$ cat config.mk
export PLATFORM = sky130hd
export DESIGN_NAME = sprite_rom_arbiter
export DESIGN_NICKNAME = d
export VERILOG_FILES = /design/src/rtl/sprite_arb_pkg.sv /design/src/rtl/sprite_rom_arbiter_rr_pick.sv /design/src/rtl/sprite_rom_arbiter.sv
export SDC_FILE = /design/constraint.sdc
export NUM_CORES = 1
export LEC_CHECK = 0
export BUFFER_PORTS_ARGS = -buffer_cell sky130_fd_sc_hd__clkbuf_2
export CAP_MARGIN = 10
export CORE_MARGIN = 1
export CORE_UTILIZATION = 49
export DETAILED_ROUTE_END_ITERATION = 10
export HOLD_SLACK_MARGIN = 0.02
export PLACE_DENSITY_LB_ADDON = 0.12
export SLEW_MARGIN = 20
export SYNTH_ARGS = -nofsm -noshare
export SYNTH_HDL_FRONTEND = slang
export SYNTH_SLANG_ARGS = --single-unit
export TNS_END_PERCENT = 5
$ cat constraint.sdc
create_clock -name Clk -period 4.1 [get_ports Clk]
set_clock_uncertainty 0.1 [all_clocks]
set_input_delay 0.41 -clock Clk [delete_from_list [all_inputs] [get_ports Clk]]
set_output_delay 0.41 -clock Clk [all_outputs]
set_load 0.02 [all_outputs]
$ cat src/rtl/sprite_arb_pkg.sv
// Shared constants and types for the sprite ROM arbiter and its picker.
// Tags are sized for the largest supported requester count.
package sprite_arb_pkg;

    localparam int DEF_ADDR_W  = 12;
    localparam int DEF_DATA_W  = 5;
    localparam int DEF_DEPTH   = 3600;
    localparam int MAX_NUM_REQ = 8;
    localparam int TAG_W       = $clog2(MAX_NUM_REQ);

    typedef logic [DEF_ADDR_W-1:0] sprite_addr_t;
    typedef logic [DEF_DATA_W-1:0] pix_idx_t;
    typedef logic [TAG_W-1:0]      arb_tag_t;

    function automatic arb_tag_t tag_wrap_inc(arb_tag_t t, int n);
        return (int'(t) + 1 >= n) ? '0 : arb_tag_t'(t + 1'b1);
    endfunction

endpackage

$ cat src/rtl/sprite_rom_arbiter_rr_pick.sv
// Combinational round-robin picker: lowest request at or above ptr wins,
// otherwise the lowest request overall (wrap-around search).
module rr_pick
    import sprite_arb_pkg::*;
#(
    parameter int N = 4
) (
    input  logic [N-1:0] req,
    input  arb_tag_t     ptr,
    output logic [N-1:0] gnt,
    output arb_tag_t     idx,
    output logic         any
);

    logic [N-1:0] hi_mask;
    logic [N-1:0] src;

    always_comb begin
        hi_mask = '0;
        for (int i = 0; i < N; i++) begin
            hi_mask[i] = (i >= int'(ptr));
        end
        src = ((req & hi_mask) != '0) ? (req & hi_mask) : req;
        gnt = '0;
        idx = '0;
        for (int i = N - 1; i >= 0; i--) begin
            if (src[i]) begin
                gnt    = '0;
                gnt[i] = 1'b1;
                idx    = arb_tag_t'(i);
            end
        end
        any = |req;
    end

endmodule

$ cat src/rtl/sprite_rom_arbiter.sv
// Round-robin arbiter sharing one registered-read sprite ROM; 2-cycle latency.
// Define SPRITE_ARB_LOCK_EN to add the per-requester burst lock input.
module sprite_rom_arbiter
    import sprite_arb_pkg::*;
#(
    parameter int NUM_REQ = 4,
    parameter int ADDR_W  = DEF_ADDR_W,
    parameter int DATA_W  = DEF_DATA_W,
    parameter int DEPTH   = DEF_DEPTH
) (
    input  logic                      Clk,
    input  logic                      Reset,
    input  logic [NUM_REQ-1:0]        req,
    input  logic [NUM_REQ*ADDR_W-1:0] req_addr,
`ifdef SPRITE_ARB_LOCK_EN
    input  logic [NUM_REQ-1:0]        lock,
`endif
    output logic [NUM_REQ-1:0]        gnt,
    output logic [ADDR_W-1:0]         rom_addr,
    input  logic [DATA_W-1:0]         rom_data,
    output logic [NUM_REQ-1:0]        rsp_valid,
    output logic [DATA_W-1:0]         rsp_data
);

    logic [NUM_REQ-1:0] pick_gnt;
    arb_tag_t           pick_idx;
    logic               pick_any;

    logic [NUM_REQ-1:0] win_gnt;
    arb_tag_t           win_idx;
    logic               win_any;
    logic               hold;
    logic [ADDR_W-1:0]  win_addr;

    arb_tag_t          ptr_q, ptr_d;
    logic [ADDR_W-1:0] rom_addr_q, rom_addr_d;
    logic              s1_valid_q, s1_valid_d;
    arb_tag_t          s1_tag_q, s1_tag_d;
    logic              s1_oor_q, s1_oor_d;
    logic              s2_valid_q, s2_valid_d;
    arb_tag_t          s2_tag_q, s2_tag_d;
    logic              s2_oor_q, s2_oor_d;

    rr_pick #(
        .N(NUM_REQ)
    ) u_pick (
        .req(req),
        .ptr(ptr_q),
        .gnt(pick_gnt),
        .idx(pick_idx),
        .any(pick_any)
    );

`ifdef SPRITE_ARB_LOCK_EN
    // s1 holds last cycle's grant, so it names the burst owner.
    logic [NUM_REQ-1:0] last_oh;

    always_comb begin
        last_oh = '0;
        for (int i = 0; i < NUM_REQ; i++) begin
            last_oh[i] = s1_valid_q && (s1_tag_q == arb_tag_t'(i));
        end
        hold    = |(last_oh & req & lock);
        win_gnt = hold ? last_oh : pick_gnt;
        win_idx = hold ? s1_tag_q : pick_idx;
        win_any = hold | pick_any;
    end
`else
    assign hold    = 1'b0;
    assign win_gnt = pick_gnt;
    assign win_idx = pick_idx;
    assign win_any = pick_any;
`endif

    assign gnt = Reset ? '0 : win_gnt;

    always_comb begin
        win_addr = '0;
        for (int i = 0; i < NUM_REQ; i++) begin
            if (win_gnt[i]) begin
                win_addr = req_addr[i*ADDR_W +: ADDR_W];
            end
        end

        ptr_d      = ptr_q;
        rom_addr_d = rom_addr_q;
        s1_valid_d = win_any;
        s1_tag_d   = win_idx;
        s1_oor_d   = 1'b0;
        if (win_any) begin
            s1_oor_d   = int'(win_addr) >= DEPTH;
            rom_addr_d = s1_oor_d ? '0 : win_addr;
            if (!hold) begin
                ptr_d = tag_wrap_inc(win_idx, NUM_REQ);
            end
        end

        s2_valid_d = s1_valid_q;
        s2_tag_d   = s1_tag_q;
        s2_oor_d   = s1_oor_q;
    end

    always_ff @(posedge Clk or posedge Reset) begin
        if (Reset) begin
            ptr_q      <= '0;
            rom_addr_q <= '0;
            s1_valid_q <= 1'b0;
            s1_tag_q   <= '0;
            s1_oor_q   <= 1'b0;
            s2_valid_q <= 1'b0;
            s2_tag_q   <= '0;
            s2_oor_q   <= 1'b0;
        end else begin
            ptr_q      <= ptr_d;
            rom_addr_q <= rom_addr_d;
            s1_valid_q <= s1_valid_d;
            s1_tag_q   <= s1_tag_d;
            s1_oor_q   <= s1_oor_d;
            s2_valid_q <= s2_valid_d;
            s2_tag_q   <= s2_tag_d;
            s2_oor_q   <= s2_oor_d;
        end
    end

    assign rom_addr = rom_addr_q;

    // s2 lines up with rom_data, which lags rom_addr by one clock.
    always_comb begin
        rsp_valid = '0;
        for (int i = 0; i < NUM_REQ; i++) begin
            rsp_valid[i] = s2_valid_q && (s2_tag_q == arb_tag_t'(i));
        end
        rsp_data = (s2_valid_q && !s2_oor_q) ? rom_data : '0;
    end

endmodule

== Word-level counts from Yosys, hierarchy flattened ==
Index checks and enable logic that the tools add are counted.
Operators by class
  bitwise gates (word level): 1
  reductions and logical operators: 9
  multiplexer cells: 18
  $add $sub $neg: 2
  magnitude comparators: 6
  equality and inequality tests: 3
Operator list (count)
  12-bit two-way mux: 5
  4-bit two-way mux: 6
  12-bit >= comparator (second input constant): 1
  2-bit two-way mux: 4
  3-bit by 2-bit == test with 1-bit output (second input constant): 2
  1-bit by 3-bit >= comparator with 1-bit output (first input constant): 2
  2-bit by 3-bit >= comparator with 1-bit output (first input constant): 2
  1-bit logical AND: 5
  5-bit two-way mux: 1
  3-bit by 1-bit adder with 4-bit output (second input constant): 1
  4-bit bitwise AND: 1
  4-bit by 3-bit >= comparator with 1-bit output (second input constant): 1
  4-bit nonzero test: 1
  4-bit OR reduction: 1
  3-bit by 1-bit adder with 3-bit output (second input constant): 1
  3-bit by 1-bit == test with 1-bit output (second input constant): 1
  3-bit logical NOT: 1
  3-bit two-way mux: 1
  1-bit logical NOT: 1
  1-bit two-way mux: 1
Word-level totals
  input bits: 59
  bits in registers: 25

== Logic depth before layout (Yosys ltp) ==
Gate-level depths: netlist of run 1.
  depth after elaboration: 14
  gate-level depth with buffers: 9

== Hierarchy ==
A second synthesis of run 1 with hierarchy kept.
Second synthesis, totals
  cell total of the unflattened synthesis: 170
  area total of the unflattened synthesis: 1574.0 sq um
Modules (own cells, without submodules)
  sprite_rom_arbiter: cells an instance 135, area each 1356.3 sq um, instances 1
  rr_pick: cells an instance 35, area each 217.7 sq um, instances 1

== Worst setup path before layout of run 1 ==
OpenSTA, ideal clock, no wires.
  kind: input-to-reg
  start: in req[3]
  end: reg rom_addr_q[1], in the netlist rom_addr[1]
  setup slack: 1.814 ns
  arrival: 2.098 ns
  cell stages on the path: 9
  setup time: 0.087 ns
  path buffers: 2
  cell sequence: clkbuf_8 or2b_1 o2bb2ai_2 mux2_2 mux2i_1 o2bb2ai_1 and3_1 buf_4 o221ai_2
On the way
  cells in the longest elaborated chain, start to end: 12
  elaborated cells on any way between the ends: 14
  classes of those cells: order compare: 1; mux: 10; bitwise: 1; reduce/logical: 2
Ends and longest elaborated chain
  start: declaration: line sprite_rom_arbiter.sv:13  | input logic [NUM_REQ-1:0] req,
  4-bit bitwise AND: line sprite_rom_arbiter_rr_pick.sv:23  | src = ((req & hi_mask) != '0) ? (req & hi_mask) : req;
  4-bit nonzero test: line sprite_rom_arbiter_rr_pick.sv:23
  4-bit two-way mux: line sprite_rom_arbiter_rr_pick.sv:23
  4-bit two-way mux (3 in a row): line sprite_rom_arbiter_rr_pick.sv:27  | if (src[i]) begin
  12-bit two-way mux (4 in a row): line sprite_rom_arbiter.sv:80  | if (win_gnt[i]) begin
  12-bit >= comparator: line sprite_rom_arbiter.sv:91  | s1_oor_d = int'(win_addr) >= DEPTH;
  12-bit two-way mux: line sprite_rom_arbiter.sv:92  | rom_addr_d = s1_oor_d ? '0 : win_addr;
  end signal: assignment: line sprite_rom_arbiter.sv:115  | rom_addr_q <= rom_addr_d;
  end: declaration: line sprite_rom_arbiter.sv:36  | logic [ADDR_W-1:0] rom_addr_q, rom_addr_d;
Parallel ways exist; a longest one is shown, timed or not.
A chain may end at the register's enable or synchronous reset.

== Final worst setup path of run 1 ==
  start: reg ptr_q[2]
  end: reg rom_addr_q[2], in the netlist rom_addr[2]
On the way
  cells in the longest elaborated chain, start to end: 13
  elaborated cells on any way between the ends: 17
  classes of those cells: order compare: 5; mux: 10; bitwise: 1; reduce/logical: 1
Ends and longest elaborated chain
  start: declaration: line sprite_rom_arbiter.sv:35  | arb_tag_t ptr_q, ptr_d;
  start signal: assignment: line sprite_rom_arbiter.sv:114  | ptr_q <= ptr_d;
  1-bit by 3-bit >= comparator with 1-bit output / 2-bit by 3-bit >= comparator with 1-bit output (equally long branches): line sprite_rom_arbiter_rr_pick.sv:21  | hi_mask[i] = (i >= int'(ptr));
  4-bit bitwise AND (*): line sprite_rom_arbiter_rr_pick.sv:23
  4-bit nonzero test: line sprite_rom_arbiter_rr_pick.sv:23
  4-bit two-way mux (*): line sprite_rom_arbiter_rr_pick.sv:23
  4-bit two-way mux (2 in a row): line sprite_rom_arbiter_rr_pick.sv:27
  4-bit two-way mux (*): line sprite_rom_arbiter_rr_pick.sv:27
  12-bit two-way mux (3 in a row): line sprite_rom_arbiter.sv:80
  12-bit two-way mux (*): line sprite_rom_arbiter.sv:80
  12-bit >= comparator: line sprite_rom_arbiter.sv:91
  12-bit two-way mux (*): line sprite_rom_arbiter.sv:92
Mark *: on every way between the ends. The rest lies on a longest branch, timed or not.

==> reports/results.ini, run 1 <==
[status]
status = complete, no violations

[cts]
hold_buffers = 0
clkLatencyLatePin_ps = 310
ctsHtreeMaxLevel = 1
numCtsBuffers = 3
cts_tree = built
cts_resized = 0
clk_pin_slew_ps = 130
cts_root_buffer = clkbuf_4
clock-sinks = 23
postCtsSetupRepairBufs = 0
cts.path.max_buffers = 2

[yosys]
synth-warning-count = 0
synth_cells = 177
netlist_area_um2 = 1684
syn_avg_cell_area_um2 = 9.515
ys.flop_type = dfrtp_1
yosysUniqueCellTypes = 59
async_flop_share = 1.000
synth_edf_count = 0
ys_seq_elements = 23
ys_seq_area_frac = 0.3418
syn_nets = 237

[sta]
slew_headroom = 0.5816
achievable-frequency_mhz = 337.1
finalHoldViolCount = 0
fin_crit_sh = 0.7236
drv_slew = 0
period_needed_ps = 2967
worstMarginPinSlew_ps = 627.6
fin_setup_tns_ps = 0
finalSetupViolCount = 0
rsz0062_at_grt = false

[die]
start_util = 0.5341
core_um2 = 3153
dieArea_um2 = 3675
fp.dieW_um = 60.63
io_pins = 84
num_rows = 20
die_y_um = 60.63

[critical_path]
critPathMaxFanout = 18
r2r_setup_slack_ps = 1130
crit_start = ptr_q[2]$_DFFE_PP0N_
worstSetupStartpointType = register
ff2ff_path_depth = 7
crit_path_end_kind = register
path_class = register to register
endpoint = rom_addr[2]$_DFFE_PP0N_
max_stage_delay_ps = 570
rr_startpoint = ptr_q[2]$_DFFE_PP0N_
rr_endpoint = rom_addr[2]$_DFFE_PP0N_
crit_arrival_ps = 3050
critPathSlowestCell = or2_1
required_ps = 4190
path_cells = and2b_4 > a221oi_4 > or2_1 > mux2i_1 > o2bb2ai_1 > and3_1 > o221ai_2

[finish]
nets = 321
synthToLayoutAreaGrowth_pct = 27.93
layout_common_cells = clkbuf_2 (83), dfrtp_1 (23), nand2_1 (22)
layout.cells.non_filler = 304
n_antenna_cell = 0
finish.utilization = 0.6833
mostFrequentLayoutCell = clkbuf_2
drive_gt1_frac = 0.4577

[route]
drt-wirelength-per-cell_um = 13.72
drtIter0Drc = 55
drt-pass1-iter-count = 4
vias = 1670
drc = 0
routed_wl_um = 4171
viasPerCell = 5.493
ant_nets = 0

[flow_run]
drv_cap = 0

[place]
port_buffers = 83
place_congestion = 0.8364
dpl.hpwl_um = 3409
dp.cells = 300

[worst_hold_path]
hp-class = input port to async pin

[power]
pwr_density_cell_nw_per_um2 = 571.9
power_mw = 1.232
ir_drop_mv = 0.3430
power.leakage_nw = 1.028

[global_routing]
gr-total-overflow = 0
grt_pass1_vias = 1476
grt_max_degree = 25
grtUsageTotal = 0.2377
antenna_found_initial = 0
grt_pass1_wl_um = 6479

-- sequential cells by signal, summed over array words and instances (netlist names) --
name,count
ptr_q,3
s2_tag_q,2
rom_addr,12
s2_oor_q,1
s1_tag_q,2
s1_oor_q,1
s2_valid_q,1
s1_valid_q,1
-- layout make-up --
| cell class | count | area [µm²] |
|---|---|---|
| repair buffers | 85 | 430.4 |
| clock buffers | 3 | 22.52 |
| multi-input cells | 141 | 1040 |
| flip-flops and latches | 23 | 575.6 |
| clock inverters | 1 | 5.005 |
| inverters | 7 | 26.28 |
| well taps | 44 | 55.05 |
| fillers | 273 | 998.5 |
-- Yosys cell counts, drive strengths merged, types with 3 or more instances --
| library cell | n | share of area |
|---|---|---|
| a2bb2oi | 3 | 0.019 |
| nand3 | 6 | 0.021 |
| a21oi | 8 | 0.024 |
| o221ai | 6 | 0.050 |
| nand2 | 24 | 0.056 |
| and2 | 10 | 0.039 |
| mux2i | 3 | 0.018 |
| o2bb2ai | 3 | 0.019 |
| inv | 7 | 0.016 |
| nor2 | 7 | 0.022 |
| buf | 4 | 0.019 |
| a221oi | 5 | 0.047 |
| mux2 | 4 | 0.029 |
| o21ai | 17 | 0.055 |
| dfrtp | 23 | 0.34 |
| and3 | 5 | 0.019 |
| o22ai | 4 | 0.023 |
| nand3b | 6 | 0.027 |
-- worst min path at each step --
stage / start / endpoint / slack, ps / depth (start not counted)
floorplan: s1_oor_q$_DFF_PP0_ / s2_oor_q$_DFF_PP0_ / 230 / 0
global placement: s1_valid_q$_DFF_PP0_ / s2_valid_q$_DFF_PP0_ / 230 / 0
detailed placement: s1_tag_q[1]$_DFF_PP0_ / s2_tag_q[1]$_DFF_PP0_ / 230 / 0
CTS: Reset / ptr_q[1]$_DFFE_PP0N_ / 50 / 3
global route: Reset / ptr_q[1]$_DFFE_PP0N_ / 70 / 3
finish: Reset / s2_oor_q$_DFF_PP0_ / 50 / 3
-- kinds of logic after synthesis --
family          count (synthesis)  share of synthesized area
compound gates                 61                     0.3172
fa+ha+maj                       1                   0.007428
buf+inv                        13                    0.04457
flops                          23                     0.3418
mux                             7                    0.04680
simple gates                   72                     0.2422
-- where the power goes --
group          internal, mW  switching (mW)  total (mW)  leakage (nW)
Combinational         0.305           0.456       0.761         0.734
Sequential            0.314          0.0534       0.367         0.276
Clock                0.0365          0.0673       0.104        0.0177
Total                 0.655           0.577        1.23          1.03
-- critical path, delay by kind of cell (launching register included) --
family | cells | cell delay, ps
AND/OR/NAND/NOR | 3 | 1270
multiplexers | 1 | 190
AO/OA/AOI/OAI | 3 | 850
flip-flops | 1 | 410
-- through the flow --
stage	worst slack (ps)	area (µm²)	hold slack, ps
after floorplan	1814	1684	231.2
after global placement	1040	2127	231.6
after detailed placement	999.3	2127	234.7
after CTS	1160	2155	54.56
after global routing	824.4	2155	67.69
final	1133	2155	47.81
-- routing by layer --
layer	global-route usage	wire length (µm)	vias up
met5	0	0	-
met4	0.09740	68	0
met3	0.03198	285	7
met2	0.3878	1952	74
met1	0.3187	1865	761
li1	-	-	828
Power figures use the tool's default switching activity.
==> run 2, diff against run 1 <==
--- a/config.mk
+++ b/config.mk
@@ -8,7 +8,7 @@
 export BUFFER_PORTS_ARGS = -buffer_cell sky130_fd_sc_hd__clkbuf_2
 export CAP_MARGIN = 10
 export CORE_MARGIN = 1
-export CORE_UTILIZATION = 49
+export CORE_UTILIZATION = 41
 export DETAILED_ROUTE_END_ITERATION = 10
 export HOLD_SLACK_MARGIN = 0.02
 export PLACE_DENSITY_LB_ADDON = 0.12
==> constraint.sdc (replaced) <==
create_clock -name Clk -period 2.6 [get_ports Clk]
set_clock_uncertainty 0.1 [all_clocks]
set_input_delay 0.26 -clock Clk [delete_from_list [all_inputs] [get_ports Clk]]
set_output_delay 0.26 -clock Clk [all_outputs]
set_load 0.02 [all_outputs]
==> run 2 against run 1 <==
Sequential cell count stayed put. First-iteration DRC count rose to 2.7 times the previous value. Wire length rose by 4.2%. Die area up 19%. Combinational power is 72% higher.
==> reports/results.ini, run 2 (synthesized netlist as in run 1, its figures left out) <==
[status]
status = complete, no violations

[power]
pwr_density_cell_nw_per_um2 = 914.4
power.leakage_nw = 1.104
ir_drop_mv = 0.4040
power_mw = 2.106

[critical_path]
max_stage_delay_ps = 400
crit_path_end_kind = register
path_class = register to register
critPathBufInv = 1
critPathSlowestCell = dfrtp_1
path_cells = and2b_4 > a221oi_4 > buf_4 > o31a_4 > nor2_4 > a221o_1 > and3_1 > a221o_1
crit_arrival_ps = 2470
cp_top_family = compound AO/OA/AOI/OAI gates
cpMostUsedCell = a221o_1
critPathMaxFanout = 7
worstSetupStartpointType = register
required_ps = 2650

[finish]
nets = 334
synthToLayoutAreaGrowth_pct = 36.78
largest_reg_flops = 12
finish.utilization = 0.6064
drive_gt1_frac = 0.4872
layout_common_cells = clkbuf_2 (83), dfrtp_1 (23), nand2_1 (22), buf_4 (14)
n_antenna_cell = 0
mostFrequentLayoutCell = clkbuf_2

[sta]
fin_crit_sh = 0.9295
period_needed_ps = 2417
worstMarginPinSlew_ps = 460.6
finalSetupViolCount = 0
rsz0062_at_grt = false
drv_slew = 0
slew_headroom = 0.6930
finalHoldViolCount = 0
hold-worst-slack_ps = 249.9
achievable-frequency_mhz = 413.8
fin_setup_tns_ps = 0

[cts]
numCtsBuffers = 3
clock-sinks = 23
cts.path.max_buffers = 2
ctsHtreeMaxLevel = 1
cts_tree = built
postCtsSetupRepairBufs = 0
clk_pin_slew_ps = 80
clkLatencyLatePin_ps = 250
cts_root_buffer = clkbuf_8

[die]
num_rows = 22
dieArea_um2 = 4368
io_pins = 84
die_y_um = 66.09
fp.dieW_um = 66.09
start_util = 0.4433
core_um2 = 3799

[worst_hold_path]
hp-class = input port to register

[route]
drt-pass1-iter-count = 4
drtIter0Drc = 146
drt-wirelength-per-cell_um = 13.54
vias = 1705
routed_wl_um = 4345
drc = 0
viasPerCell = 5.312
ant_nets = 0

[global_routing]
antenna_found_initial = 0
grt_pass1_wl_um = 7272
grt_max_degree = 25
grt_pass1_vias = 1542
grtUsageTotal = 0.2139
gr-total-overflow = 0

[flow_run]
drv_cap = 0

[place]
dpl.hpwl_um = 3621
port_buffers = 83
place_congestion = 0.8238

[run 2: final cells by class]
cell class                      count  area, µm²
Clock buffer                        4      45.04
Fill cell                         353       1495
Inverter                            7      26.28
Multi-Input combinational cell    141       1066
Sequential cell                    23      575.6
Tap cell                           48      60.06
Timing Repair Buffer               98      530.5
[run 2: through the flow]
step | area, µm² | cells | worst slack (ps)
floorplan | 1684 | 177 | 363.0
global placement | 2222 | 316 | 205.3
detailed placement | 2222 | 316 | 134.4
CTS | 2277 | 321 | 118.8
global route | 2303 | 321 | 40.85
finish | 2303 | 321 | 183.4
[run 2: power breakdown]
group	total [mW]	internal, mW	switching (mW)
clock	0.219	0.109	0.110
sequential	0.579	0.496	0.0834
combinational	1.31	0.558	0.750
[run 2: final timing paths]
| path | end | cells after the start | start | slack (ps) |
|---|---|---|---|---|
| max | rom_addr[0]$_DFFE_PP0N_ | 8 | ptr_q[2]$_DFFE_PP0N_ | 180 |
| min | rom_addr[2]$_DFFE_PP0N_ | 3 | req_addr[26] | 250 |
| max reg2reg | rom_addr[0]$_DFFE_PP0N_ | 8 | ptr_q[2]$_DFFE_PP0N_ | 180 |
| min reg2reg | s2_valid_q$_DFF_PP0_ | 0 | s1_valid_q$_DFF_PP0_ | 250 |
| max in group asynchronous | s2_tag_q[0]$_DFF_PP0_ | 4 | Reset | 1640 |
| min in group asynchronous | rom_addr[2]$_DFFE_PP0N_ | 4 | Reset | 520 |
[run 2: worst min-delay path: stages]
cell,delay (ps)
clkbuf_2,80
a221oi_1,90
o221ai_2,150
[run 2: routing by layer]
metal / wire length (µm) / GRT usage
met4: 40 / 0.04787
met5: 0 / 0
met3: 258 / 0.01897
met1: 1990 / 0.3176
met2: 2056 / 0.3342
[run 2: repair_timing]
action,CTS,global route
endpoints found under the hold margin,23,0
resized for setup,0,4
endpoints found under the setup margin,0,7
hold buffers,1,0
==> run 3, diff against run 2 <==
--- a/config.mk
+++ b/config.mk
@@ -10,6 +10,7 @@
 export CORE_MARGIN = 1
 export CORE_UTILIZATION = 41
 export DETAILED_ROUTE_END_ITERATION = 10
+export GPL_TIMING_DRIVEN = 0
 export HOLD_SLACK_MARGIN = 0.02
 export PLACE_DENSITY_LB_ADDON = 0.12
 export SLEW_MARGIN = 20
==> run 3 against run 2 <==
Sequential share of layout area is 0.36 points higher. Non-clock buffer count is 6 lower. Maximum frequency is 3.3% lower. Via count is 1.1% lower. Critical endpoint is now rom_addr[2]$_DFFE_PP0N_. Worst setup slack worse by 81 ps. Die area stayed put. Wire length is 1.6% higher. Largest cell class unchanged. Critical path type unchanged. Global-route usage is 0.11 points lower. First-iteration DRC count is 39% lower.
==> reports/results.ini, run 3 (synthesized netlist as in run 1, its figures left out) <==
[worst_hold_path]
hp-class = input port to async pin

[die]
start_util = 0.4433
core_um2 = 3799
io_pins = 84
die_y_um = 66.09
dieArea_um2 = 4368
fp.dieW_um = 66.09
num_rows = 22

[critical_path]
required_ps = 2630
worstSetupStartpointType = register
rr_endpoint = rom_addr[2]$_DFFE_PP0N_
r2r_setup_slack_ps = 100
crit_arrival_ps = 2530
path_class = register to register
critPathMaxFanout = 10
rr_startpoint = ptr_q[2]$_DFFE_PP0N_
ff2ff_path_depth = 9
crit_path_end_kind = register

[route]
routed_wl_um = 4416
ant_nets = 0
drtIter0Drc = 89
drt-wirelength-per-cell_um = 14.02
drt-pass1-iter-count = 4
drc = 0
vias = 1686
viasPerCell = 5.352

[cts]
cts.path.max_buffers = 2
clk_pin_slew_ps = 80
clkLatencyLatePin_ps = 260
ctsHtreeMaxLevel = 1
cts_root_buffer = clkbuf_8
hold_buffers = 0
numCtsBuffers = 3
clock-sinks = 23
cts_tree = built

[power]
pwr_density_cell_nw_per_um2 = 924.0
pwr-share-comb = 0.617
ir_drop_mv = 0.3846
switchingPower_uw = 961.3
power.leakage_nw = 1.076
p_clk_frac = 0.104
seqPwrFrac = 0.279
internal-power_mw = 1.142
p_sw_frac = 0.4571

[place]
place_congestion = 0.8120
port_buffers = 83
dpl.hpwl_um = 3568
dp.cells = 308

[finish]
drive_gt1_frac = 0.4831
largest_reg_flops = 12
n_antenna_cell = 0
finish.utilization = 0.5991
nets = 328
mostFrequentLayoutCell = clkbuf_2
layout.cells.non_filler = 315
synthToLayoutAreaGrowth_pct = 35.14
layout_common_cells = clkbuf_2 (83), nand2_1 (22), dfrtp_1 (22)

[status]
status = complete, no violations

[sta]
drv_slew = 0
slew_headroom = 0.4102
rsz0062_at_grt = true
period_needed_ps = 2498
achievable-frequency_mhz = 400.3
fin_crit_sh = 0.9607
worstMarginPinSlew_ps = 883.8
finalSetupViolCount = 0
finalHoldViolCount = 0
fin_setup_tns_ps = 0

[global_routing]
gr-total-overflow = 0
grt_max_degree = 25
antenna_found_initial = 0
grt_pass1_vias = 1480
grtUsageTotal = 0.2128
grt_pass1_wl_um = 6996

[flow_run]
drv_cap = 0

## run 3: how the worst max path moves through the flow
stage / from / endpoint / slack, ps / cells after the start
final: ptr_q[2]$_DFFE_PP0N_ / rom_addr[2]$_DFFE_PP0N_ / 100 / 9
after global routing: ptr_q[2]$_DFFE_PP0N_ / rom_addr[10]$_DFFE_PP0N_ / -30 / 9
after detailed placement: req[1] / rom_addr[1]$_DFFE_PP0N_ / 40 / 10
after CTS: ptr_q[2]$_DFFE_PP0N_ / rom_addr[1]$_DFFE_PP0N_ / 30 / 9
after global placement: req[1] / rom_addr[3]$_DFFE_PP0N_ / 40 / 10
after floorplan: ptr_q[2]$_DFFE_PP0N_ / rom_addr[1]$_DFFE_PP0N_ / 360 / 9
## run 3: critical path, cell delays in order (launching register included)
cell and delay, ps:
dfrtp_1 400, and2b_4 210, a221oi_4 370, or2_1 170
buf_6 160, buf_4 190, a21oi_1 60, a221oi_1 410
nand3b_1 190, o221ai_2 100
## run 3: metal layers
metal / routed length (µm) / vias to the layer above / part of all wire / GRT usage
met5: 0 / - / 0 / 0
met4: 72 / 0 / 0.016 / 0.09309
met3: 232 / 6 / 0.053 / 0.02931
met2: 2142 / 65 / 0.49 / 0.3367
met1: 1968 / 774 / 0.45 / 0.2876
li1: - / 841 / - / -
## run 3: power groups by stage
stage / Clock (mW) / Sequential, mW / Combinational (mW)
floorplan: 0 / 0.692 / 0.798
global placement: 0 / 0.588 / 1.23
detailed placement: 0 / 0.590 / 1.24
CTS: 0.222 / 0.584 / 1.25
global route: 0.240 / 0.603 / 1.41
finish: 0.219 / 0.587 / 1.30
## run 3: what timing repair did
action                                  CTS  global route
gates resized for setup                   0             7
buffers inserted                          0             3
endpoints found under the setup margin    0            14
## run 3: layout make-up
class | instances | area [µm²]
Fill cell | 344 | 1523
Tap cell | 48 | 60.06
Clock inverter | 1 | 5.005
Sequential cell | 23 | 576.8
Multi-Input combinational cell | 141 | 1080
Timing Repair Buffer | 86 | 437.9
Inverter | 7 | 26.28
Clock buffer | 3 | 41.29
Buffer | 6 | 48.80
## run 3: stage by stage
step                      power (mW)  hold slack (ps)  instance area (µm²)  setup slack [ps]
after floorplan                1.490            167.1                 1684             363.0
after global placement         1.820            232.1                 2160             43.06
after detailed placement       1.833            236.2                 2160             38.39
after CTS                      2.052            159.6                 2206             25.61
after global routing           2.257            200.9                 2276            -27.68
final                          2.103            112.8                 2276             102.1
